===== src/rtl/leta_pkg.sv =====
// Quadrature step encoding and the decode from one accepted {A,B} pair to the next.
// Pure combinational helpers; no latency, no flow control.
package leta_pkg;

    typedef enum logic [1:0] {
        STEP_NONE = 2'd0,
        STEP_UP   = 2'd1,
        STEP_DN   = 2'd2,
        STEP_ILL  = 2'd3
    } step_t;

    // Pairs are {A,B}; forward order is 00 -> 01 -> 11 -> 10 -> 00.
    function automatic step_t step_decode(input logic [1:0] prev, input logic [1:0] cur);
        logic [1:0] fwd;
        step_t      res;
        case (prev)
            2'b00:   fwd = 2'b01;
            2'b01:   fwd = 2'b11;
            2'b11:   fwd = 2'b10;
            default: fwd = 2'b00;
        endcase
        if (prev == cur)
            res = STEP_NONE;
        else if ((prev ^ cur) == 2'b11)
            res = STEP_ILL;
        else if (cur == fwd)
            res = STEP_UP;
        else
            res = STEP_DN;
        return res;
    endfunction

endpackage


===== src/rtl/quad_chan.sv =====
// One quadrature channel: 2-flop sync, FILT-sample glitch filter, 4x decode, counter, sticky err (LETA_MULTI_ERR_EN).
// Input to count: 2 sync + FILT filter cycles; no backpressure, clr acts on the next edge.
module quad_chan
    import leta_pkg::*;
#(
    parameter int CNT_W = 8,
    parameter int SUB   = 1,
    parameter int FILT  = 2,
    parameter int SAT   = 0
) (
    input  logic             clk,
    input  logic             reset,
    input  logic             a_i,
    input  logic             b_i,
    input  logic             clr_i,
    output logic [CNT_W-1:0] cnt_o,
    output logic             err_o
);

    localparam int            CW   = CNT_W + SUB;
    localparam logic [CW-1:0] CMAX = '1;

    logic [1:0]      sync1_q, sync2_q;
    logic [1:0]      acc_q, acc_d;
    logic [1:0][3:0] fcnt_q, fcnt_d;
    logic [CW-1:0]   cnt_q, cnt_d;
    step_t           step;

    // Each bit flips its accepted level only after FILT samples disagreeing with it.
    always_comb begin
        acc_d  = acc_q;
        fcnt_d = fcnt_q;
        for (int i = 0; i < 2; i++) begin
            if (sync2_q[i] == acc_q[i]) begin
                fcnt_d[i] = '0;
            end else if (fcnt_q[i] == 4'(FILT - 1)) begin
                acc_d[i]  = sync2_q[i];
                fcnt_d[i] = '0;
            end else begin
                fcnt_d[i] = fcnt_q[i] + 4'd1;
            end
        end
    end

    assign step = step_decode(acc_q, acc_d);

    always_comb begin
        cnt_d = cnt_q;
        if (clr_i) begin
            cnt_d = '0;
        end else if (step == STEP_UP) begin
            if (SAT == 0 || cnt_q != CMAX)
                cnt_d = cnt_q + CW'(1);
        end else if (step == STEP_DN) begin
            if (SAT == 0 || cnt_q != '0)
                cnt_d = cnt_q - CW'(1);
        end
    end

    always_ff @(posedge clk) begin
        if (reset) begin
            sync1_q <= '0;
            sync2_q <= '0;
            acc_q   <= '0;
            fcnt_q  <= '0;
            cnt_q   <= '0;
        end else begin
            sync1_q <= {a_i, b_i};
            sync2_q <= sync1_q;
            acc_q   <= acc_d;
            fcnt_q  <= fcnt_d;
            cnt_q   <= cnt_d;
        end
    end

    assign cnt_o = cnt_q[CW-1:SUB];

`ifdef LETA_MULTI_ERR_EN
    logic err_q, err_d;

    // A new illegal transition outranks a same-cycle clear.
    always_comb begin
        err_d = err_q;
        if (step == STEP_ILL)
            err_d = 1'b1;
        else if (clr_i)
            err_d = 1'b0;
    end

    always_ff @(posedge clk) begin
        if (reset)
            err_q <= 1'b0;
        else
            err_q <= err_d;
    end

    assign err_o = err_q;
`else
    assign err_o = 1'b0;
`endif

endmodule


===== src/rtl/leta_multi.sv =====
// NCH-channel quadrature counter bank with addressed read/clear; err flags built only with LETA_MULTI_ERR_EN.
// data is registered one edge after rd; no backpressure, out-of-range addr reads 0 and ignores clr.
module leta_multi
    import leta_pkg::*;
#(
    parameter int NCH   = 4,
    parameter int CNT_W = 8,
    parameter int SUB   = 1,
    parameter int FILT  = 2,
    parameter int SAT   = 0
) (
    input  logic                                   clk,
    input  logic                                   reset,
    input  logic [NCH-1:0]                         a,
    input  logic [NCH-1:0]                         b,
    input  logic [((NCH > 1) ? $clog2(NCH) : 1)-1:0] addr,
    input  logic                                   rd,
    input  logic                                   clr,
    output logic [CNT_W-1:0]                       data,
    output logic [NCH-1:0]                         err
);

    localparam int AW    = (NCH > 1) ? $clog2(NCH) : 1;
    localparam int NSLOT = 1 << AW;

    // Unpopulated address slots read as zero so the read mux needs no range check.
    logic [CNT_W-1:0] cnt [NSLOT];
    logic [NCH-1:0]   clr_sel;
    logic [CNT_W-1:0] data_q;

    for (genvar g = 0; g < NSLOT; g++) begin : g_slot
        if (g < NCH) begin : g_chan
            assign clr_sel[g] = clr && (addr == AW'(g));

            quad_chan #(
                .CNT_W (CNT_W),
                .SUB   (SUB),
                .FILT  (FILT),
                .SAT   (SAT)
            ) u_chan (
                .clk   (clk),
                .reset (reset),
                .a_i   (a[g]),
                .b_i   (b[g]),
                .clr_i (clr_sel[g]),
                .cnt_o (cnt[g]),
                .err_o (err[g])
            );
        end else begin : g_pad
            assign cnt[g] = '0;
        end
    end

    // Sampling the pre-edge count makes a same-cycle rd+clr return the old value.
    always_ff @(posedge clk) begin
        if (reset)
            data_q <= '0;
        else if (rd)
            data_q <= cnt[addr];
    end

    assign data = data_q;

endmodule


===== config.mk =====
export PLATFORM = sky130hd
export DESIGN_NAME = leta_multi
export DESIGN_NICKNAME = d
export VERILOG_FILES = /design/src/rtl/leta_pkg.sv /design/src/rtl/quad_chan.sv /design/src/rtl/leta_multi.sv
export SDC_FILE = /design/constraint.sdc
export NUM_CORES = 1
export LEC_CHECK = 0
export ABC_AREA = 1
export BUFFER_PORTS_ARGS = -buffer_cell sky130_fd_sc_hd__buf_2
export CAP_MARGIN = 10
export CORE_AREA = 2 2 105 107
export CTS_CLUSTER_DIAMETER = 40
export DETAILED_ROUTE_END_ITERATION = 12
export DIE_AREA = 0 0 107 109
export GPL_TIMING_DRIVEN = 0
export PLACE_DENSITY_LB_ADDON = 0.05
export SYNTH_ARGS = -nofsm -noshare
export SYNTH_HDL_FRONTEND = slang
export SYNTH_SLANG_ARGS = --single-unit

===== constraint.sdc =====
create_clock -name clk -period 2.9 [get_ports clk]
set_input_delay 0.58 -clock clk [delete_from_list [all_inputs] [get_ports clk]]
set_output_delay 0.58 -clock clk [all_outputs]
set_load 0.01 [all_outputs]

==> results summary <==
The die covers 0.0117 mm2. Power comes to between 2 and 3 mW. The number of distinct library cells after synthesis is 37. The cell count after synthesis came out at roughly 760. The detailed placer's ending HPWL came out at 8.74 mm. The initial core utilization came out at a little over half. The post-synth design cell area came out at 0.00574 mm2.

The data arrival time at the worst-slack endpoint is 3010 ps. In the routed layout, each cell is associated on average with a via count of slightly above 5. The first global-routing pass estimated 19.1 mm of wire. The final weighted congestion of routability-driven global placement came out at roughly 0.87. The final hold violation count was 0.

In the finished design, the share of the clock period the worst path needs comes to between 90% and 100%. The worst hold path begins at b[0]. The antenna diode count is 0. In this design, the stage delay of the slowest critical-path cell is 330 ps.

The slowest stage of the critical path is the dfxtp_1 cell. In the layout the commonest cells are 114 x inv_1, 93 x dfxtp_1, 89 x nor2_1, 89 x nand2_1, 59 x nand3_1. The startpoint identified for the worst register-to-register timing path is g_slot[1].g_chan.u_chan.fcnt_q[1].

After detailed routing, the number of remaining DRC violations is 0. Port buffering added 19 buffers. The internal power of the cells came out at about 1.9 mW. The startpoint of the worst setup timing path is g_slot[1].g_chan.u_chan.fcnt_q[1]. The number of slew-limit violations in the final report is 0. Across all layers, the routed design uses 4,783 vias.

With fillers left out, the area of the finished cells amounts to roughly 0.0066 mm2. Synthesis inferred 100 register bits. Relative to the synthesized area, the layout overhead comes to 15.7%. The run finished with clean final reports. The relative contribution of combinational cells to total power came out at about 12%. The average footprint of a synthesized cell is between 7 and 8 um2. The worst-path maximum fanout came out at 5.

The post-placement cell count came out at between 900 and 1,000. The first-pass iteration count of the detailed router came out at 4. The die is around 110 um tall. At the later pin of the worst-skew pair, clock insertion delay measures 390 ps. The overall routed net length came out at roughly 12 mm. The final layout contains 870 nets.

The smallest hold slack came out at about 390 ps. The minimum setup slack in the final design is around 180 ps. The number of buffers inserted during clock tree synthesis came out at 9. The setup clock skew after layout came out at 7.52 ps.

STA classifies the critical path startpoint as a register. The worst setup path is of the reg2reg kind. The critical path goes through inv_1 > ha_2 > nand2_2 > nor2_4 > inv_1 > ha_1 > nor2_4 > nand3_4 > buf_4 > ha_1 > nand3_1 > nand2_1 > nand3_1 > a21oi_1 > nor2_1 > nor2_1 > nor2_1 > nand2_1 > nand2_1 > inv_1. The slew of the pin with the lowest slew margin is about 550 ps.

The number of placed I/O pins came out at 26. The final core utilization came out at approximately 63%. The number of failing setup endpoints in the final timing report is 0. In this run the tightest slew margin relative to its limit is approximately 63%.

The proportion of synthesized chip area in sequential cells is between 30% and 40%. In this run the cell area measured after placement is between 0.006 and 0.007 mm2. TritonCTS built the clock tree. The deepest level of the CTS H-tree is 3. For this design the static power due to leakage is about 2.9 nW. The reported net switching power is a little over 700 uW. Dividing the detail-routed wire length by the instance count gives 12.6 um. The required time of the critical path came out at about 3200 ps. VDD sags by at most 261 uV.

The routed design could run at a clock period as short as between 2000 and 3000 ps. The remaining antenna violation count is 0. The most frequent standard cell in the layout excluding fill and tap cells is inv_1. The register share of total power is 55.6%.

STA classifies the critical path endpoint as a register. Max-cap violations in this run came to 0. The switching power as a share of total power came out at between 20% and 30%. The maximum clock rate is between 300 and 400 MHz.

The total overflow left after global routing is 0. Prior to clock tree synthesis, the placed netlist has a worst setup slack of -149 ps. The final standard cell count with taps included and fillers excluded is between 900 and 1,000. Setup total negative slack on the finished layout was measured at 0 ps. During synthesis, Yosys emitted a total of 0 warnings.

The first routing iteration left a little over 200 violations. The number of antenna violations at the first check in global routing is 0. The clock-pin slew on the worst setup and hold paths is ~90 ps. The core region area came out at approximately 0.011 mm2. The global router's overall resource usage is approximately 21%. The pin count of the biggest net entering global routing is 16. From left edge to right edge, the die measures 107 um. The cell sitting at the root of the clock tree is a clkbuf_8.

The worst hold path belongs to the class in2reg. The areal power density over the cells came out at around 390 mW/mm2. The number of global-route vias before repair came out at around 4,400. The cell row count is 38. The maximum count of clock buffers along a single path is 2. In this run, post-CTS hold repair placed 0 buffers. The fraction of layout instances using a drive strength above 1 is a little under a fifth. The number of clock sinks seen by CTS came out at 100.

Per report_power, the clock group accounts for between 30% and 40% of the total.
## power by group through the flow
| stage | sequential, mW | clock (mW) | combinational (mW) |
|---|---|---|---|
| final | 1.44 | 0.831 | 0.317 |
| after global routing | 1.44 | 0.895 | 0.362 |
| after floorplan | 1.46 | 0 | 0.225 |
| after detailed placement | 1.46 | 0 | 0.290 |
| after CTS | 1.43 | 0.853 | 0.293 |
| after global placement | 1.46 | 0 | 0.284 |
## worst paths after layout
check	to	cells after the start	slack, ps
setup / recovery	g_slot[1].g_chan.u_chan.cnt_q[7]	20	180
hold / removal	g_slot[0].g_chan.u_chan.sync1_q[0]	3	390
setup reg to reg	g_slot[1].g_chan.u_chan.cnt_q[7]	20	180
hold reg to reg	g_slot[3].g_chan.u_chan.sync2_q[0]	2	410
## kinds of logic after synthesis
group	after synthesis	synth area share, %
xor+xnor	39	5.95
other cells	1	0.0653
buf+inv	131	8.98
fa+ha+maj	57	12.9
compound gates	111	11.4
flops	100	34.9
simple gates	316	25.8
## cell type report
| type | instances | area [um2] |
|---|---|---|
| buffer | 15 | 80.1 |
| clock buffer | 13 | 149 |
| clock inverter | 3 | 21.3 |
| fill | 931 | 3960 |
| inverter | 116 | 440 |
| multi-input combinational | 529 | 3610 |
| sequential | 100 | 2010 |
| tap | 140 | 175 |
| timing repair buffer | 28 | 160 |
## Yosys cell counts, drive strengths merged
master	instances	area, um2
conb	1	3.75
o21ai	27	158
xnor2	17	149
inv	115	432
dfxtp	100	2000
o21a	1	7.51
clkinv	1	3.75
nand3b	12	90.1
a21oi	54	270
o211ai	5	37.5
nand2	110	465
a31oi	2	12.5
a221oi	6	52.6
or2	8	50.1
nand3	67	383
xor2	22	193
ha	53	663
nor2	112	450
o221ai	1	8.76
nand4	7	43.8
a41oi	2	17.5
o22ai	6	37.5
fa	4	80.1
clkbuf	7	27.5
a22oi	2	15.0
a21o	3	22.5
buf	8	52.6
o21bai	2	15.0
## registers in the layout (all words and copies together) (netlist names)
register                      cells
g_slot.g_chan.u_chan.cnt_q       36
g_slot.g_chan.u_chan.fcnt_q      32
data                              8
g_slot.g_chan.u_chan.acc_q        8
g_slot.g_chan.u_chan.sync1_q      8
g_slot.g_chan.u_chan.sync2_q      8
## per-layer routing
metal  wire [um]  up-vias  GRT usage, %
met5           0        -             0
met4         279        0          9.74
met3         216       19          3.59
met2        5980       40          36.9
met1        5380     2202          24.0
li1            -     2522             -
## worst max-delay path, delay by kind of cell (launching register included)
kind            cells  cell delay (ps)
simple gates       12             1240
fa+ha+maj           3              670
flops               1              330
buf+inv             4              310
compound gates      1               80
## timing repair
| action | 4_1_cts | 5_1_grt |
|---|---|---|
| cloned | 0 | 2 |
| endpoints found under the setup margin | 4 | 21 |
| setup buffers | 3 | 6 |
| resized for setup | 3 | 64 |
| pin swaps | 1 | 7 |
| hold endpoints to repair | 0 | 0 |
Note: power is estimated with default switching activity, not from simulation.
